<file path="config.mk">
export PLATFORM = sky130hd
export DESIGN_NAME = fetch_sequencer
export DESIGN_NICKNAME = d
export VERILOG_FILES = /design/src/rtl/fetch_sequencer.sv
export SDC_FILE = /design/constraint.sdc
export NUM_CORES = 1
export LEC_CHECK = 0
export BUFFER_PORTS_ARGS = -buffer_cell sky130_fd_sc_hd__clkbuf_2
export CAP_MARGIN = 20
export CORE_MARGIN = 3
export CORE_UTILIZATION = 45
export CTS_BUF_LIST = sky130_fd_sc_hd__clkbuf_8
export CTS_CLUSTER_SIZE = 24
export DETAILED_ROUTE_END_ITERATION = 6
export PLACE_DENSITY = 0.8
export SLEW_MARGIN = 20
export SYNTH_ARGS = -nofsm -noshare
export SYNTH_HDL_FRONTEND = slang
export SYNTH_SLANG_ARGS = --single-unit
</file>
<file path="constraint.sdc">
create_clock -name clk -period 4.5 [get_ports clk]
set_input_delay 0.45 -clock clk [delete_from_list [all_inputs] [get_ports clk]]
set_output_delay 0.45 -clock clk [all_outputs]
set_load 0.1 [all_outputs]
</file>
<file path="src/rtl/fetch_sequencer.sv">
// IF-stage fetch sequencer: owns the fetch PC, issues one outstanding imem request
// at a time and registers each response onto the IF/ID boundary.
module fetch_sequencer #(
  parameter int               XLEN     = 64,
  parameter int               IMEM_AW  = 32,
  parameter logic [XLEN-1:0]  RESET_PC = '0
) (
  input  logic                clk,
  input  logic                rst_n,
  input  logic                redirect_valid,
  input  logic [XLEN-1:0]     redirect_addr,
  input  logic                stall,
  output logic                imem_req,
  output logic [IMEM_AW-1:0]  imem_addr,
  input  logic                imem_ready,
  input  logic                imem_rvalid,
  input  logic [31:0]         imem_rdata,
  output logic                if_valid,
  output logic [31:0]         if_instr,
  output logic [XLEN-1:0]     if_pc
);

  typedef enum logic [1:0] {IDLE, REQ, WAIT, HOLD} state_t;

  localparam logic [31:0] NOP = 32'h0000_0013;

  state_t          state, state_next;
  logic [XLEN-1:0] pc, pc_next;
  logic [XLEN-1:0] req_pc, req_pc_next;
  logic            discard, discard_next;
  logic            valid_next;
  logic [31:0]     instr_next;
  logic [XLEN-1:0] ifpc_next;
  logic            accept;

  assign imem_addr = pc[IMEM_AW-1:0];

  always_ff @(posedge clk or negedge rst_n) begin
    if (!rst_n) begin
      state    <= IDLE;
      pc       <= RESET_PC;
      req_pc   <= '0;
      discard  <= 1'b0;
      if_valid <= 1'b0;
      if_instr <= NOP;
      if_pc    <= '0;
    end else begin
      state    <= state_next;
      pc       <= pc_next;
      req_pc   <= req_pc_next;
      discard  <= discard_next;
      if_valid <= valid_next;
      if_instr <= instr_next;
      if_pc    <= ifpc_next;
    end
  end

  always_comb begin
    state_next   = state;
    pc_next      = pc;
    req_pc_next  = req_pc;
    discard_next = discard;
    valid_next   = if_valid;
    instr_next   = if_instr;
    ifpc_next    = if_pc;
    // A stalled ID stage must not see a new request land behind its held instruction
    imem_req     = (state == REQ) && !stall;
    accept       = imem_req && imem_ready;

    if (if_valid && !stall) valid_next = 1'b0;

    unique case (state)
      IDLE: state_next = REQ;
      REQ: begin
        if (accept) begin
          state_next  = WAIT;
          req_pc_next = pc;
          pc_next     = pc + XLEN'(4);
        end
      end
      WAIT: begin
        if (imem_rvalid) begin
          if (discard) begin
            discard_next = 1'b0;
            state_next   = REQ;
          end else begin
            instr_next = imem_rdata;
            ifpc_next  = req_pc;
            valid_next = 1'b1;
            state_next = stall ? HOLD : REQ;
          end
        end
      end
      HOLD: if (!stall) state_next = REQ;
      default: state_next = IDLE;
    endcase

    // Redirect wins; a response still owed by memory must be swallowed in WAIT
    if (redirect_valid) begin
      pc_next    = redirect_addr & ~XLEN'(3);
      valid_next = 1'b0;
      instr_next = if_instr;
      ifpc_next  = if_pc;
      if ((state == WAIT && !imem_rvalid) || accept) begin
        discard_next = 1'b1;
        state_next   = WAIT;
      end else begin
        discard_next = 1'b0;
        state_next   = REQ;
      end
    end
  end

endmodule
</file>
-- Yosys cells after proc, flatten, opt, wreduce, memory -nomap -nowiden
Index checks and enable logic that the tools add are counted.
- register bits after elaboration: 228
- input bits: 102
- output and inout bits: 130
- $add $sub $neg: 1
- equal/unequal tests: 6
- mux-type cells: 20
- bitwise operators: 2
- reductions and logical operators: 17
- operators by type and width (operator ; count):
    64-bit 2-to-1 mux ; 3
    64-bit by 3-bit adder with 64-bit output (second input constant) ; 1
    2-bit 2-to-1 mux ; 7
    1-bit 2-to-1 mux ; 9
    3-bit inequality test (second input constant) ; 3
    2-bit one-hot mux with 4 select lines ; 1
    2-bit nonzero test ; 4
    2-bit AND reduction ; 3
    2-bit equality test (second input constant) ; 2
    1-bit logical AND ; 4
    4-bit AND reduction ; 1
    3-bit AND reduction ; 1
    2-bit by 1-bit equality test with 1-bit output (second input constant) ; 1
    1-bit logical NOT ; 2
    2-bit logical NOT ; 1
    1-bit NOT ; 2
    1-bit logical OR ; 1

-- Longest topological paths before layout
Gate-level depths: netlist (run 1).
- depth in word-level cells: 7
- depth in mapped cells: 8
- gate-level depth less buffers: 7

-- Least setup slack after synthesis (run 1)
Ideal clock, no wire load.
- path type: register to output
- start: reg state[1]
- end: out imem_req
- arrival: 2025 ps
- required time: 4050 ps
- path slack: 2025 ps
- cell stages (with the launch flop): 5
- buffers on the path: 0
- path through: dfrtp_1 inv_1 ha_1 inv_1 nor2_1
- cells in the longest elaborated chain, start to end: 2
- ends and longest elaborated chain (element ; RTL line ; text):
    start: declaration ; 27 ; state_t state, state_next;
    start signal: assignment ; 48 ; state <= state_next;
    2-bit by 1-bit equality test with 1-bit output ; 67 ; imem_req = (state == REQ) && !stall;
    1-bit logical AND ; 67 ;
    end: declaration ; 13 ; output logic imem_req,
No other way between the ends.

-- Final worst setup path (run 1)
- start: reg state[1]
- end: reg pc[59]
- cells in the longest elaborated chain, start to end: 5
- elaborated cells between the ends (all ways): 6
- ends and longest elaborated chain (element ; RTL line ; text):
    2-bit by 1-bit equality test with 1-bit output (*) ; 67, 72 ;
    1-bit logical AND ; 67 ;
    1-bit logical AND ; 68 ; accept = imem_req && imem_ready;
    2-bit nonzero test (no line) ; - ;
    2-bit AND reduction (no line) (*) ; - ;
    end signal: assignment ; 49 ; pc <= pc_next;
    end: declaration ; 28 ; logic [XLEN-1:0] pc, pc_next;
Mark *: on every way between the ends. The rest lies on a longest branch, timed or not.
A chain may end at the register's enable or synchronous reset.

==> flow_summary_export.csv, run 1 <==
group,metric,value,unit
grt,antenna_found_initial,1,
grt,overflow,0,
placement,io_buffer_count,225,
pwr,pwr_density_cell,758,nW/um^2
sta,fin_crit_sh,69.4,%
sta,hold_viol,3,
worst_setup_path,startpoint_type,"flip-flop",
synth,synth_seq_cells,222,
die,rows,53,
layout,fill_cells,1855,
pwr,leakagePower,5.86,nW
sta,worst_slew_pin_slew,0.889,ns
synth,syn_area,9890,um^2
clock_tree,cts_root_buffer,"clkbuf_8",
routing,wire_per_inst,16.5,um
placement,place_ws,1.41,ns
placement,gp_congestion,0.821,
clock_tree,htree_levels,2,
placement,postPlaceCellArea,11100,um^2
die,die_w,154,um
die,start_util,46.5,%
sta,rsz0062_at_grt,"false",
worst_setup_path,critPathRequiredTime,4.92,ns
grt,grt_max_degree,121,
clock_tree,clkSinkCount,222,
synth,yosys_warnings,0,
sta,max_freq,320,MHz
synth,synth.top_cells.by_area,"dfrtp_1, mux2_2, nand2_1",
clock_tree,clk_pin_slew,0.06,ns
sta,layout_min_cycle_time,3.12,ns
clock_tree,clk_latency,0.52,ns
synth,synth.avg_cell_area,10.5,um^2
die,core,21300,um^2
sta,setup_viol,0,
worst_setup_path,max_stage_delay,0.74,ns
die,die_y,154,um
layout,finalInstanceArea,11800,um^2
placement,place_inst,1380,
routing,drc_errors,0,
clock_tree,cts-resized-gates,0,
clock_tree,postCtsSetupBuffers,0,
run_status,failed_checks,"negative hold slack",
run_status,status,"complete, but fails checks",
routing,drtAntennaViolNets,0,
sta,skew,0.0222,ns
clock_tree,cts_buffer_depth,3,
grt,grt_pass1_vias,7571,
die,io_pins,232,
synth,synth_async_sr_flop_share,100,%
worst_setup_path,cp_max_fo,11,
routing,viasPerCell,5.23,
routing,vias,7558,
sta,setup_tns,0,ns
placement,hpwl,16400,um
hold_path,hold_class,"primary input to asynchronous set/reset pin",
worst_setup_path,crit_path_end_kind,"flip-flop",
sta,slew_viol_final,0,
routing,drt-pass1-iter-count,4,
synth,synthCells,944,
synth,synth_edf_count,0,
worst_setup_path,arrival,3.54,ns
routing,totalWireLength,23900,um
sta,fin_ws,1.38,ns
sta,hold_ws,-0.0270,ns
grt,grt_pass1_wl,39000,um
pwr,ir_drop,0.420,mV
grt,grt.total_usage,19.8,%
sta,relSlewSlack,40.2,%
synth,yosys.area.top_type_share,55.4,%
layout,instances_no_fill,1445,
layout,layout.nets,1251,
synth,seq_area_frac_synth,56.2,%
synth,yosys_most_used_dff,"dfrtp_1",
clock_tree,cts_hold_buffers,0,
layout,postLayoutCoreUtil,55.3,%
layout,syn_to_final_growth,19.1,%
synth,yosysTopAreaCell,"dfrtp_1",
layout,layout-drive-gt1-share,34.0,%
clock_tree,cts_made_buffers,38,
synth,synth_cell_types,41,
worst_setup_path,crit_path_cell_trace,"inv_1 > ha_1 > nand4b_4 > nor4_4 > nand2_1 > or4_1 > a31oi_1",
job,maxCapViolations,0,
synth,synth.top_cells.by_count,"nand2_1, dfrtp_1, mux2_2",
synth,yosysMostFrequentCell,"nand2_1",
die,die-area,23800,um^2
clock_tree,cts_tree,"done",
layout,diodes,0,
worst_setup_path,crit_type,"flip-flop to flip-flop",
worst_setup_path,slowest_stage,"nor4_4",
routing,drtIter0Drc,375,
-- area by class of cell --
class                   instances  area [um^2]  share of cell area [%]
clock buffers                  46          633                    5.38
well taps                     275          344                    2.92
repair buffers                237         1230                    10.4
flip-flops and latches        222         5560                    47.2
multi-input cells             637         3890                    33.1
inverters                       9         33.8                   0.287
clock inverters                19         87.6                   0.744
-- logic make-up after synthesis --
kind of cell	after synthesis	share of synthesized area, %
and+or+nand+nor	399	18.6
DFF	222	56.2
muxes	98	11.1
AOI/OAI and AO/OA	95	5.59
buffers and inverters	88	4.67
xor gates and xnor gates	37	3.28
adders and majority gates	4	0.506
other	1	0.0379
-- critical path: cells and delay by family (launching register included) --
kind	cells	cell delay, ns
adder cells (fa/ha/maj)	1	0.31
AND/OR/NAND/NOR	4	2.06
AO/OA/AOI/OAI	1	0.19
flip-flops	1	0.40
buffers and inverters	1	0.09
-- flip-flops by register name, indices dropped and copies added (netlist names) --
register and count:
if_valid 1, req_pc 62, pc 62, discard 1, state 2, if_pc 62
if_instr 32
-- report_power, final --
group	switching, mW	total [mW]	internal (mW)
Sequential	0.405	3.09	2.68
Clock	0.793	1.72	0.925
Combinational	3.39	4.12	0.727
-- routing by layer --
| metal | global-route usage [%] | wire length, um | up-vias |
|---|---|---|---|
| met4 | 5.59 | 503 | 2 |
| met3 | 4.98 | 1480 | 43 |
| met1 | 26.6 | 10300 | 3697 |
| met2 | 32.3 | 11500 | 210 |
| met5 | 0 | 9 | - |
| li1 | - | - | 3606 |
-- stage by stage --
step                hold WS (ns)  power (mW)
global route              0.0432        9.34
detailed placement         0.459        7.26
finish                   -0.0270        8.92
global placement           0.453        7.16
CTS                       0.0328        9.00
floorplan                  0.154        6.55
-- path summary, 6_finish.rpt --
kind	startpoint	to	slack [ns]	cells past startpoint
max in group asynchronous	rst_n	if_valid	3.42	2
min in group clk	redirect_addr[21]	pc[21]	0.13	3
setup / recovery	state[1]	pc[59]	1.38	7
setup reg to reg	state[1]	pc[59]	1.38	7
hold / removal	rst_n	if_instr[14]	-0.03	1
hold reg to reg	req_pc[38]	req_pc[38]	0.47	2
-- cells in the final DEF (no fill, tap or decap), types with 23 or more instances in the layout --
cell      instances
o21ai_0          52
clkbuf_2        224
nor2_1           35
nand2_1         245
dfrtp_1         219
clkbuf_8         46
a31oi_1          23
mux2_2           94
nand4_1          28
xor2_1           29
Note: power is estimated with default switching activity, not from simulation.
==> inputs of run 2 (changes only) <==
PLACE_DENSITY = 0.82   (was 0.8)
clock period = 2.85 ns   (was 4.5 ns; I/O delays follow)
==> run 2 against run 1 <==
Net effect:
- the flow now finishes without violations
- combinational power grew 62%
- cell count grew 6.2%
- routed wire length grew 8.9%
- power grew 61%
- critical path depth is the same
==> flow_summary_export.csv, run 2 (synthesis results as in run 1) <==
group,metric,value,unit
die,start_util,46.5,%
sta,max_freq,375,MHz
worst_setup_path,arrival,3.10,ns
grt,grt_pass1_wl,42200,um
die,io_pins,232,
hold_path,hold_class,"primary input to flip-flop",
grt,antenna_found_initial,0,
routing,viasPerCell,5.21,
grt,grt_max_degree,84,
worst_setup_path,crit_type,"flip-flop to flip-flop",
pwr,ir_drop,0.676,mV
layout,layout_common_cells,"nand2_1, clkbuf_2, dfrtp_1, mux2_2, dlygate4sd3_1",
sta,setup_tns,0,ns
job,maxCapViolations,0,
routing,vias,7990,
layout,syn_to_final_growth,28.8,%
layout,layout-drive-gt1-share,32.5,%
die,core,21300,um^2
worst_setup_path,cp_max_fo,7,
clock_tree,cts_made_buffers,39,
clock_tree,clk_pin_slew,0.06,ns
routing,wire_per_inst,16.9,um
sta,relSlewSlack,51.0,%
layout,layout.nets,1342,
sta,skew,0.0215,ns
routing,drtIter0Drc,444,
clock_tree,clkSinkCount,222,
routing,totalWireLength,26000,um
clock_tree,cts_tree,"done",
die,die_y,154,um
pwr,pwr_density_cell,1130,nW/um^2
die,rows,53,
worst_setup_path,critPathRequiredTime,3.29,ns
layout,diodes,0,
pwr,total_power,14.4,mW
clock_tree,htree_levels,2,
die,die-area,23800,um^2
die,die_w,154,um
worst_setup_path,startpoint_type,"flip-flop",
sta,slew_viol_final,0,
sta,fin_crit_sh,93.5,%
placement,gp_congestion,0.857,
routing,drtAntennaViolNets,0,
layout,final_common_cell,"nand2_1",
sta,setup_viol,0,
grt,grt.total_usage,21.5,%
routing,drt-pass1-iter-count,5,
sta,rsz0062_at_grt,"false",
layout,top_regs,"if_pc (62), pc (62), req_pc (62)",
clock_tree,cts_root_buffer,"clkbuf_8",
run_status,status,"finished clean",
routing,drc_errors,0,
placement,hpwl,17100,um
placement,io_buffer_count,225,
sta,worst_slew_pin_slew,0.736,ns
sta,hold_viol,0,
clock_tree,clk_latency,0.52,ns
clock_tree,cts_buffer_depth,3,
clock_tree,postCtsSetupBuffers,0,
pwr,leakagePower,6.26,nW
grt,overflow,0,
grt,grt_pass1_vias,8329,
worst_setup_path,crit_path_end_kind,"flip-flop",
sta,layout_min_cycle_time,2.66,ns
==> run 2: layer usage <==
metal	part of all wire, %	vias to the layer above	wire (um)	GRT usage [%]
met1	42	3882	10800	27.6
li1	-	3788	-	-
met2	50	262	13000	36.6
met4	2.6	0	667	7.02
met5	0	-	0	0
met3	5.8	58	1520	4.45
==> run 2: timing repair <==
item	in CTS	in global routing
hold endpoints to repair	156	0
resized for setup	0	1
endpoints found under the setup margin	0	2
hold buffers	81	0
==> run 2: area by class of cell <==
type | instances | area [um^2]
multi-input cells | 637 | 3900
clock buffers | 49 | 674
repair buffers | 327 | 2150
flip-flops and latches | 222 | 5560
well taps | 275 | 344
clock inverters | 16 | 75.1
fillers | 1712 | 8550
inverters | 9 | 33.8
==> run 2: report_power, final <==
group          total [mW]  leakage (nW)  switching [mW]  internal [mW]
combinational        6.68          3.05            5.44           1.24
clock                2.81         0.424            1.27           1.54
sequential           4.90          2.79           0.666           4.24
==> run 2: final timing paths <==
| kind | startpoint | to | slack [ns] | depth (start not counted) |
|---|---|---|---|---|
| min in group asynchronous | rst_n | if_pc[13] | 0.34 | 2 |
| max | state[1] | pc[63] | 0.19 | 7 |
| max reg2reg | state[1] | pc[63] | 0.19 | 7 |
| min | redirect_addr[39] | pc[39] | 0.02 | 3 |
| min reg2reg | req_pc[63] | req_pc[63] | 0.47 | 2 |
| max in group asynchronous | rst_n | req_pc[40] | 1.68 | 3 |
==> run 2: critical path: stages, from the launching register on <==
cell      delay (ns)
dfrtp_1         0.41
inv_1           0.09
ha_1            0.31
nand4b_4        0.23
or4_4           0.60
or2_0           0.27
or4_1           0.50
a31oi_1         0.19
==> run 2: per-stage QoR <==
stage | instances | hold WS [ns] | area [um^2] | utilization, % | setup slack [ns]
6_report | 1535 | 0.0233 | 12700 | 59.8 | 0.186
5_1_grt | 1535 | 0.00444 | 12700 | 59.8 | 0.00290
4_1_cts | 1535 | 0.000674 | 12700 | 59.8 | 0.103
3_5_place_dp | 1389 | 0.310 | 11200 | 52.5 | 0.115
3_3_place_gp | 1389 | 0.307 | 11200 | 52.5 | 0.163
2_1_floorplan | 947 | -0.0106 | 9900 | - | 0.454
